[src/rtl/sync_fifo.sv]
// Single-clock FIFO with occupancy count, programmable almost-full/almost-empty
// thresholds and sticky overflow/underflow flags. Synchronous active-high reset.
module sync_fifo #(
  parameter int DATA_W    = 8,
  parameter int DEPTH     = 16,
  parameter int AFULL_TH  = 14,
  parameter int AEMPTY_TH = 2
) (
  input  logic                       clk,
  input  logic                       rst,
  input  logic                       wen,
  input  logic [DATA_W-1:0]          wdata,
  input  logic                       ren,
  output logic [DATA_W-1:0]          rdata,
  output logic                       rvalid,
  output logic                       full,
  output logic                       empty,
  output logic                       almost_full,
  output logic                       almost_empty,
  output logic [$clog2(DEPTH):0]     count,
  output logic                       overflow,
  output logic                       underflow,
  input  logic                       err_clr
);

  localparam int AW = $clog2(DEPTH);
  localparam int CW = AW + 1;
  localparam logic [CW-1:0] DEPTH_C   = CW'(DEPTH);
  localparam logic [CW-1:0] AFULL_C   = CW'(AFULL_TH);
  localparam logic [CW-1:0] AEMPTY_C  = CW'(AEMPTY_TH);

  logic [DATA_W-1:0] mem [DEPTH];
  logic [AW-1:0]     wptr;
  logic [AW-1:0]     rptr;
  logic              wr_ok;
  logic              rd_ok;

  // Status depends only on the count register, never on same-cycle requests.
  assign full         = (count == DEPTH_C);
  assign empty        = (count == '0);
  assign almost_full  = (count >= AFULL_C);
  assign almost_empty = (count <= AEMPTY_C);

  assign wr_ok = wen & ~full;
  assign rd_ok = ren & ~empty;

  // NOTE: storage is deliberately left out of reset; after reset the pointers
  // make stale entries unreachable, so clearing them would only cost logic.
  always_ff @(posedge clk) begin
    if (wr_ok && !rst) mem[wptr] <= wdata;
  end

  // NOTE: all state uses non-blocking assignments so every register samples
  // the pre-edge values of the others, independent of statement order.
  always_ff @(posedge clk) begin
    if (rst) begin
      wptr      <= '0;
      rptr      <= '0;
      count     <= '0;
      rdata     <= '0;
      rvalid    <= 1'b0;
      overflow  <= 1'b0;
      underflow <= 1'b0;
    end else begin
      rvalid <= rd_ok;
      if (wr_ok) wptr <= wptr + AW'(1);
      if (rd_ok) begin
        rdata <= mem[rptr];
        rptr  <= rptr + AW'(1);
      end

      case ({wr_ok, rd_ok})
        2'b10:   count <= count + CW'(1);
        2'b01:   count <= count - CW'(1);
        default: count <= count;
      endcase

      // A fresh error outranks err_clr in the same cycle.
      if (wen && full)      overflow <= 1'b1;
      else if (err_clr)     overflow <= 1'b0;

      if (ren && empty)     underflow <= 1'b1;
      else if (err_clr)     underflow <= 1'b0;
    end
  end

endmodule

[config.mk]
export PLATFORM = sky130hd
export DESIGN_NAME = sync_fifo
export DESIGN_NICKNAME = d
export VERILOG_FILES = /design/src/rtl/sync_fifo.sv
export SDC_FILE = /design/constraint.sdc
export NUM_CORES = 1
export LEC_CHECK = 0
export CAP_MARGIN = 20
export CORE_MARGIN = 1.5
export CORE_UTILIZATION = 40
export DETAILED_ROUTE_END_ITERATION = 10
export PLACE_DENSITY_LB_ADDON = 0.25
export SLEW_MARGIN = 40
export SYNTH_ARGS = -nofsm -noshare
export SYNTH_HDL_FRONTEND = slang
export SYNTH_SLANG_ARGS = --single-unit
export TNS_END_PERCENT = 10
[constraint.sdc]
create_clock -name clk -period 3.5 [get_ports clk]
set_clock_uncertainty 0.1 [all_clocks]
set_input_delay 0.875 -clock clk [delete_from_list [all_inputs] [get_ports clk]]
set_output_delay 0.875 -clock clk [all_outputs]
set_load 0.005 [all_outputs]
==> results of run 1 <==
-- Yosys cell counts --
master / n
nor4_1: 8
dfxtp_1: 24
nand2_1: 8
nor4_2: 1
or3_1: 2
ha_1: 9
mux2i_1: 66
clkbuf_2: 2
inv_1: 10
edfxtp_1: 128
o21ai_0: 1
fa_1: 1
clkbuf_1: 4
xor2_1: 5
a21o_1: 1
buf_4: 5
a211oi_1: 8
a21boi_2: 1
nor2b_1: 2
or3b_2: 1
nand3b_1: 4
nor3_1: 2
a21oi_1: 6
a2111oi_0: 1
xnor2_1: 3
mux2_2: 1
nand3_1: 3
and2_1: 2
o22ai_1: 32
buf_2: 6
buf_6: 3
nand4_1: 2
nor2_1: 44
a22oi_1: 2
or3b_1: 3
-- power by group through the flow --
stage | combinational [mW] | sequential (mW) | clock (mW)
floorplan | 0.475 | 2.19 | 0
global placement | 0.835 | 2.20 | 0
detailed placement | 0.848 | 2.21 | 0
CTS | 0.852 | 2.17 | 1.86
global route | 0.931 | 2.19 | 1.93
finish | 0.843 | 2.17 | 1.83
-- layer usage --
metal / track usage [%] / up-vias / part of all wire [%]
met5: 0 / - / 0
met1: 22.8 / 1707 / 45
met3: 4.05 / 15 / 4.7
met4: 7.30 / 0 / 1.7
li1: - / 1637 / -
met2: 25.4 / 72 / 48
-- metrics by stage --
step	worst slack, ns	instance area [um^2]
finish	0.349	7290
CTS	0.386	7290
detailed placement	-0.0465	6690
global placement	0.0210	6690
global route	0.231	7290
floorplan	0.419	6100
-- critical path, delay by kind of cell --
family / cells / cell delay [ns]
compound gates: 2 / 0.30
fa+ha+maj: 2 / 0.67
buf+inv: 3 / 0.64
mux: 1 / 0.28
simple gates: 3 / 0.59
-- how the worst min path moves through the flow --
stage                           startpoint  slack (ns)                endpoint  cells after the start
floorplan            rdata[0]$_SDFFE_PP0P_        0.39   rdata[0]$_SDFFE_PP0P_                      2
global placement     rdata[3]$_SDFFE_PP0P_        0.39   rdata[3]$_SDFFE_PP0P_                      2
detailed placement   rdata[0]$_SDFFE_PP0P_        0.40   rdata[0]$_SDFFE_PP0P_                      2
CTS                  rdata[0]$_SDFFE_PP0P_        0.41   rdata[0]$_SDFFE_PP0P_                      2
global route        underflow$_SDFFE_PP0P_        0.44  underflow$_SDFFE_PP0P_                      2
finish               rdata[0]$_SDFFE_PP0P_        0.40   rdata[0]$_SDFFE_PP0P_                      2
-- layout make-up --
type                            count  area [um^2]
Clock buffer                       17          425
Clock inverter                     15          176
Fill cell                        1227         7410
Inverter                           10         37.5
Multi-Input combinational cell    219         1610
Sequential cell                   152         4330
Tap cell                          184          230
Timing Repair Buffer               52          483
-- placed cells by master (no fill, tap or decap), types with 2 or more instances in the layout --
cell type and n:
edfxtp_1 128, mux2i_1 66, nor2_1 44, o22ai_1 32, clkdlybuf4s50_1 32, dfxtp_1 23
buf_4 19, clkbuf_16 17, inv_1 10, ha_1 9, nand2_1 8, nor4_1 8
a211oi_1 8, a21oi_1 6, xor2_1 5, nand3b_1 4, clkinv_4 4, nand3_1 3
or3b_1 3, xnor2_1 3, clkinv_2 3, bufinv_16 3, and2_1 2, or3_1 2
nor2b_1 2, nor3_1 2, a22oi_1 2, nand4_1 2, clkinvlp_4 2, inv_6 2
-- registers in the layout, summed over array words and instances, names as in the netlist --
| register | flops |
|---|---|
| overflow | 1 |
| rvalid | 1 |
| underflow | 1 |
| mem | 128 |
| rdata | 8 |
| count | 5 |
| wptr | 4 |
| rptr | 4 |
-- kinds of logic after synthesis --
family | Yosys count | synth area share [%]
multiplexers | 67 | 11.0
AO/OA/AOI/OAI | 52 | 5.54
flip-flops | 152 | 70.9
XOR/XNOR | 8 | 1.15
adder cells (fa/ha/maj) | 10 | 2.17
AND/OR/NAND/NOR | 82 | 6.52
buffers and inverters | 30 | 2.69
==> impl_metrics.yaml, run 1 <==
run_status:
  status: "complete, no violations"
floorplanning:
  ios: 33
  rows: 44
  die-height_um: 126
  core_mm2: 0.0147
  fp.dieArea_mm2: 0.0160
  initial_utilization_pct: 41.5
  die_w_um: 126
grt:
  grt_pass1_vias: 3260
  antenna_found_initial: 0
  track_usage_pct: 16.6
  grt_max_degree: 40
  grt_pass1_wl_mm: 19.1
  grt.overflow.total: 0
synth:
  yosysWarnings: 0
  syn_area_mm2: 0.00610
  ys_ff_latch: 152
  syn_avg_cell_area_um2: 15.2
  syn_nets: 424
  synth_area_leaders: "edfxtp_1 (63%), mux2i_1 (11%), dfxtp_1 (7.9%), o22ai_1 (3.3%), nor2_1 (2.7%)"
  post-synth-top-area-fraction_pct: 63.0
  seq_area_frac_synth_pct: 70.9
  synth_cells: 401
  netlist-cell-type-count: 35
  synth_top_area_cell: "edfxtp_1"
cts:
  cts_tree: "built"
  cts_hold_buf: 0
  clk_latency_ns: 0.42
  clk_pin_slew_ns: 0.06
  postCtsResizedCells: 0
  cts_made_buffers: 17
  cts_max_path_buffers: 2
  htreeDepth: 4
  root_buffer: "clkbuf_16"
  cts_sinks: 152
  cts_setup_buffers: 0
sta:
  tightestPinTransition_ns: 0.747
  finalSetupTns_ns: 0
  fin_crit_ns: 3.15
  fmax_ghz: 0.317
  slew_viol_final: 0
  rsz0062_at_grt: "no"
  setup_violations: 0
  fin_crit_sh_pct: 90.0
  whs_ns: 0.402
  finalHoldViolCount: 0
  slew_headroom_pct: 50.0
pwr:
  clock_power_share_pct: 37.8
  internal_power_mw: 3.62
  switchingPower_mw: 1.22
  ir_worst_vdd_mv: 0.291
  total_power_mw: 4.84
  combPwrFrac_pct: 17.4
  leakage_nw: 2.33
  power_frac_seq_pct: 44.9
  p_per_area_mw_per_mm2: 664
  p_sw_share_pct: 25.2
place:
  placed_cells: 617
  gp_congestion: 0.759
  dp_hpwl_mm: 8.29
  io_buffers: 32
finish:
  num_antenna_cells: 0
  finish.utilization_pct: 49.6
  area_delta_synth_final_pct: 19.6
  final_cells: 649
  fin_nets: 475
  drive_gt1_share_pct: 12.0
setup_path:
  reg2reg_slack_ns: 0.59
  crit_end: "count[4]$_SDFFE_PP0P_"
  critical_path_class: "in -> reg"
  path_cells: "clkdlybuf4s50_1, inv_1, a21oi_1, ha_1, inv_1, fa_1, nor2b_1, o21ai_0, nand3_1, or3b_1, mux2_2"
  reg2regPathDepth: 11
  cp_max_fo: 4
  cp.arrival_ns: 3.35
  worstSetupEndpointType: "flip-flop"
  crit_top_cell: "inv_1"
  reg2reg_from: "count[0]$_SDFFE_PP0P_"
  cpPeakStageDelay_ns: 0.48
  r2r_end: "count[4]$_SDFFE_PP0P_"
  cp.required_ns: 3.70
  critPathLaunch: "ren"
  slowest_stage: "clkdlybuf4s50_1"
  cp-start-kind: "primary input"
route:
  first_pass_iters: 4
  post_drt_wl_per_cell_um: 19.4
  vias: 3431
  drtAntennaViolNets: 0
  drt_drc_violations_left: 0
  drtIter0Drc: 253
  viasPerCell: 5.29
  finalWirelength_mm: 12.6
job:
  max_cap_viol_count: 0
worst_hold_path:
  hp-class: "reg -> reg"
Power figures use the tool's default switching activity.
==> inputs of run 2 (changes only) <==
Settings changed: ABC_AREA from default to 1.
==> impl_metrics.yaml, run 2 <==
finish:
  final_area_mm2: 0.00782
  finish.utilization_pct: 47.5
  fillCellCount: 1520
  largest_reg_flops: 128
  num_antenna_cells: 0
  multi_input_area_mm2: 0.00181
  drive_gt1_share_pct: 8.33
  regMostFlops: "mem"
  area_delta_synth_final_pct: 17.2
  seq_area_mm2: 0.00433
  layout_common_cells: "nand2_1 (221), edfxtp_1 (128), nand3_1 (97), inv_1 (87), nor2_1 (35)"
  fin_nets: 742
  reg_top3: "mem: 128 flops, rdata: 8 flops, count: 5 flops"
  final_cells: 952
  final_common_cell: "nand2_1"
floorplanning:
  core_mm2: 0.0165
  rows: 47
  ios: 33
  die_w_um: 132
  initial_utilization_pct: 40.5
  die-height_um: 132
  fp.dieArea_mm2: 0.0175
setup_path:
  cp-start-kind: "flip-flop"
  cp.required_ns: 2.52
  critical_path_class: "reg -> out"
  path_cells: "a2111oi_0, clkdlybuf4s50_1"
  worstSetupEndpointType: "output port"
  slowest_stage: "clkdlybuf4s50_1"
  cp.arrival_ns: 1.83
  cp_max_fo: 6
  cpPeakStageDelay_ns: 0.58
  crit_family: "buffers and inverters"
  path_buf_inv: 1
synth:
  synth_xor_area_share_pct: 0.656
  syn_area_mm2: 0.00668
  synth_area_leaders: "edfxtp_1 (58%), nand2_1 (12%), nand3_1 (7.3%), dfxtp_1 (7.2%), inv_1 (4.9%)"
  yosys.area_share.simple_pct: 22.3
  syn_nets: 703
  synth_top_family_by_area: "simple AND/OR/NAND/NOR gates"
  netlist-cell-type-count: 26
  synth.most_common_cell: "nand2_1"
  synth_cells: 680
  synthAdderAreaFrac_pct: 1.99
  post-synth-top-area-fraction_pct: 57.6
  synthTopCellsByCount: "nand2_1 (221), edfxtp_1 (128), nand3_1 (97)"
  seq_area_frac_synth_pct: 64.8
  synth_compound_area_share_pct: 2.19
  synth_ff_type: "edfxtp_1"
  syn_avg_cell_area_um2: 9.82
  synth_edf_count: 128
  synth_top_area_cell: "edfxtp_1"
  synth_mux_area_share_pct: 0
  ys_ff_latch: 152
  postSynth.asyncResetShare_pct: 0
  yosysWarnings: 0
cts:
  cts_made_buffers: 17
  clk_pin_slew_ns: 0.06
  postCtsResizedCells: 0
  cts_sinks: 152
  root_buffer: "clkbuf_16"
  cts_hold_buf: 0
  clk_latency_ns: 0.43
  cts_setup_buffers: 0
  htreeDepth: 4
  cts_tree: "built"
  cts_max_path_buffers: 2
pwr:
  clock_power_share_pct: 33.4
  p_sw_share_pct: 31.2
  ir_worst_vdd_mv: 0.378
  power_frac_seq_pct: 39.7
  leakage_nw: 3.27
  switchingPower_mw: 1.68
  p_per_area_mw_per_mm2: 689
  internal_power_mw: 3.71
  combPwrFrac_pct: 26.9
sta:
  finalSetupTns_ns: 0
  slew_headroom_pct: 44.4
  finalHoldViolCount: 0
  fin_crit_sh_pct: 80.1
  rsz0062_at_grt: "no"
  fmax_ghz: 0.357
  whs_ns: 0.372
  tightestPinTransition_ns: 0.832
  setup_violations: 0
  slew_viol_final: 0
  fin_crit_ns: 2.80
grt:
  grt_pass1_wl_mm: 24.7
  antenna_found_initial: 0
  grt_max_degree: 67
  grt.overflow.total: 0
  grt_pass1_vias: 4531
  track_usage_pct: 18.8
run_status:
  status: "complete, no violations"
worst_hold_path:
  hp-class: "reg -> reg"
place:
  dp_hpwl_mm: 9.50
  io_buffers: 32
  place_area_mm2: 0.00723
  placed_cells: 920
  gp_congestion: 0.827
route:
  viasPerCell: 4.82
  drtIter0Drc: 356
  first_pass_iters: 5
  finalWirelength_mm: 15.3
  post_drt_wl_per_cell_um: 16.1
  vias: 4587
  drt_drc_violations_left: 0
  drtAntennaViolNets: 0
job:
  max_cap_viol_count: 0
==> run 2: cell count changes after synthesis, moves of 4 or more <==
cell and change:
o21ai_1 +4, o22ai_1 -32, inv_2 +10, a211oi_1 -8
nand3b_1 -4, nor4_1 -8, nand2_1 +213, nor2_1 -9
nand3_1 +94, mux2i_1 -66, inv_1 +77, buf_2 +10
a21oi_1 +9
==> run 2: layout make-up <==
cell class / count / area share, %
clock buffers: 24 / 6.70
well taps: 220 / 3.52
clock inverters: 8 / 0.832
flip-flops and latches: 152 / 55.3
repair buffers: 50 / 5.82
multi-input cells: 401 / 23.2
inverters: 97 / 4.65
==> run 2: final timing paths <==
check | slack (ns) | to | from | cells past startpoint
worst max-delay path | 0.70 | almost_empty | count[4]$_SDFFE_PP0P_ | 2
worst min register to register | 0.37 | underflow$_SDFFE_PP0P_ | underflow$_SDFFE_PP0P_ | 2
worst min-delay path | 0.37 | underflow$_SDFFE_PP0P_ | underflow$_SDFFE_PP0P_ | 2
worst max register to register | 1.06 | count[4]$_SDFFE_PP0P_ | count[4]$_SDFFE_PP0P_ | 14
==> run 2: tightest hold or removal path, stage by stage (launching register included) <==
cell,delay [ns]
dfxtp_1,0.31
nand2_1,0.06
a21oi_1,0.06
==> run 2: cells by family (layout without fill, tap and decap cells) <==
logic type,count (synthesis),count (layout)
buf+inv,127,179
compound gates,27,27
simple gates,359,359
fa+ha+maj,10,10
flops,152,152
xor+xnor,5,5
==> run 2: metrics by stage <==
| step | power [mW] | worst slack (ns) |
|---|---|---|
| final | 5.39 | 0.696 |
| after global routing | 5.68 | 0.554 |
| after CTS | 5.43 | 0.681 |
| after detailed placement | 3.64 | 0.389 |
| after global placement | 3.61 | 0.528 |
| after floorplan | 3.14 | 1.01 |
==> run 2: power by group through the flow <==
stage	Clock [mW]	Combinational, mW	Sequential, mW
floorplan	0	0.972	2.17
global placement	0	1.44	2.17
detailed placement	0	1.47	2.18
CTS	1.82	1.47	2.14
global route	1.89	1.63	2.15
finish	1.80	1.45	2.14
==> run 2: per-layer routing <==
layer / wire (um) / GRT usage [%] / vias up
met1: 6630 / 23.9 / 2169
met2: 7460 / 31.2 / 110
li1: - / - / 2282
met5: 0 / 0 / -
met3: 851 / 4.23 / 26
met4: 372 / 7.81 / 0
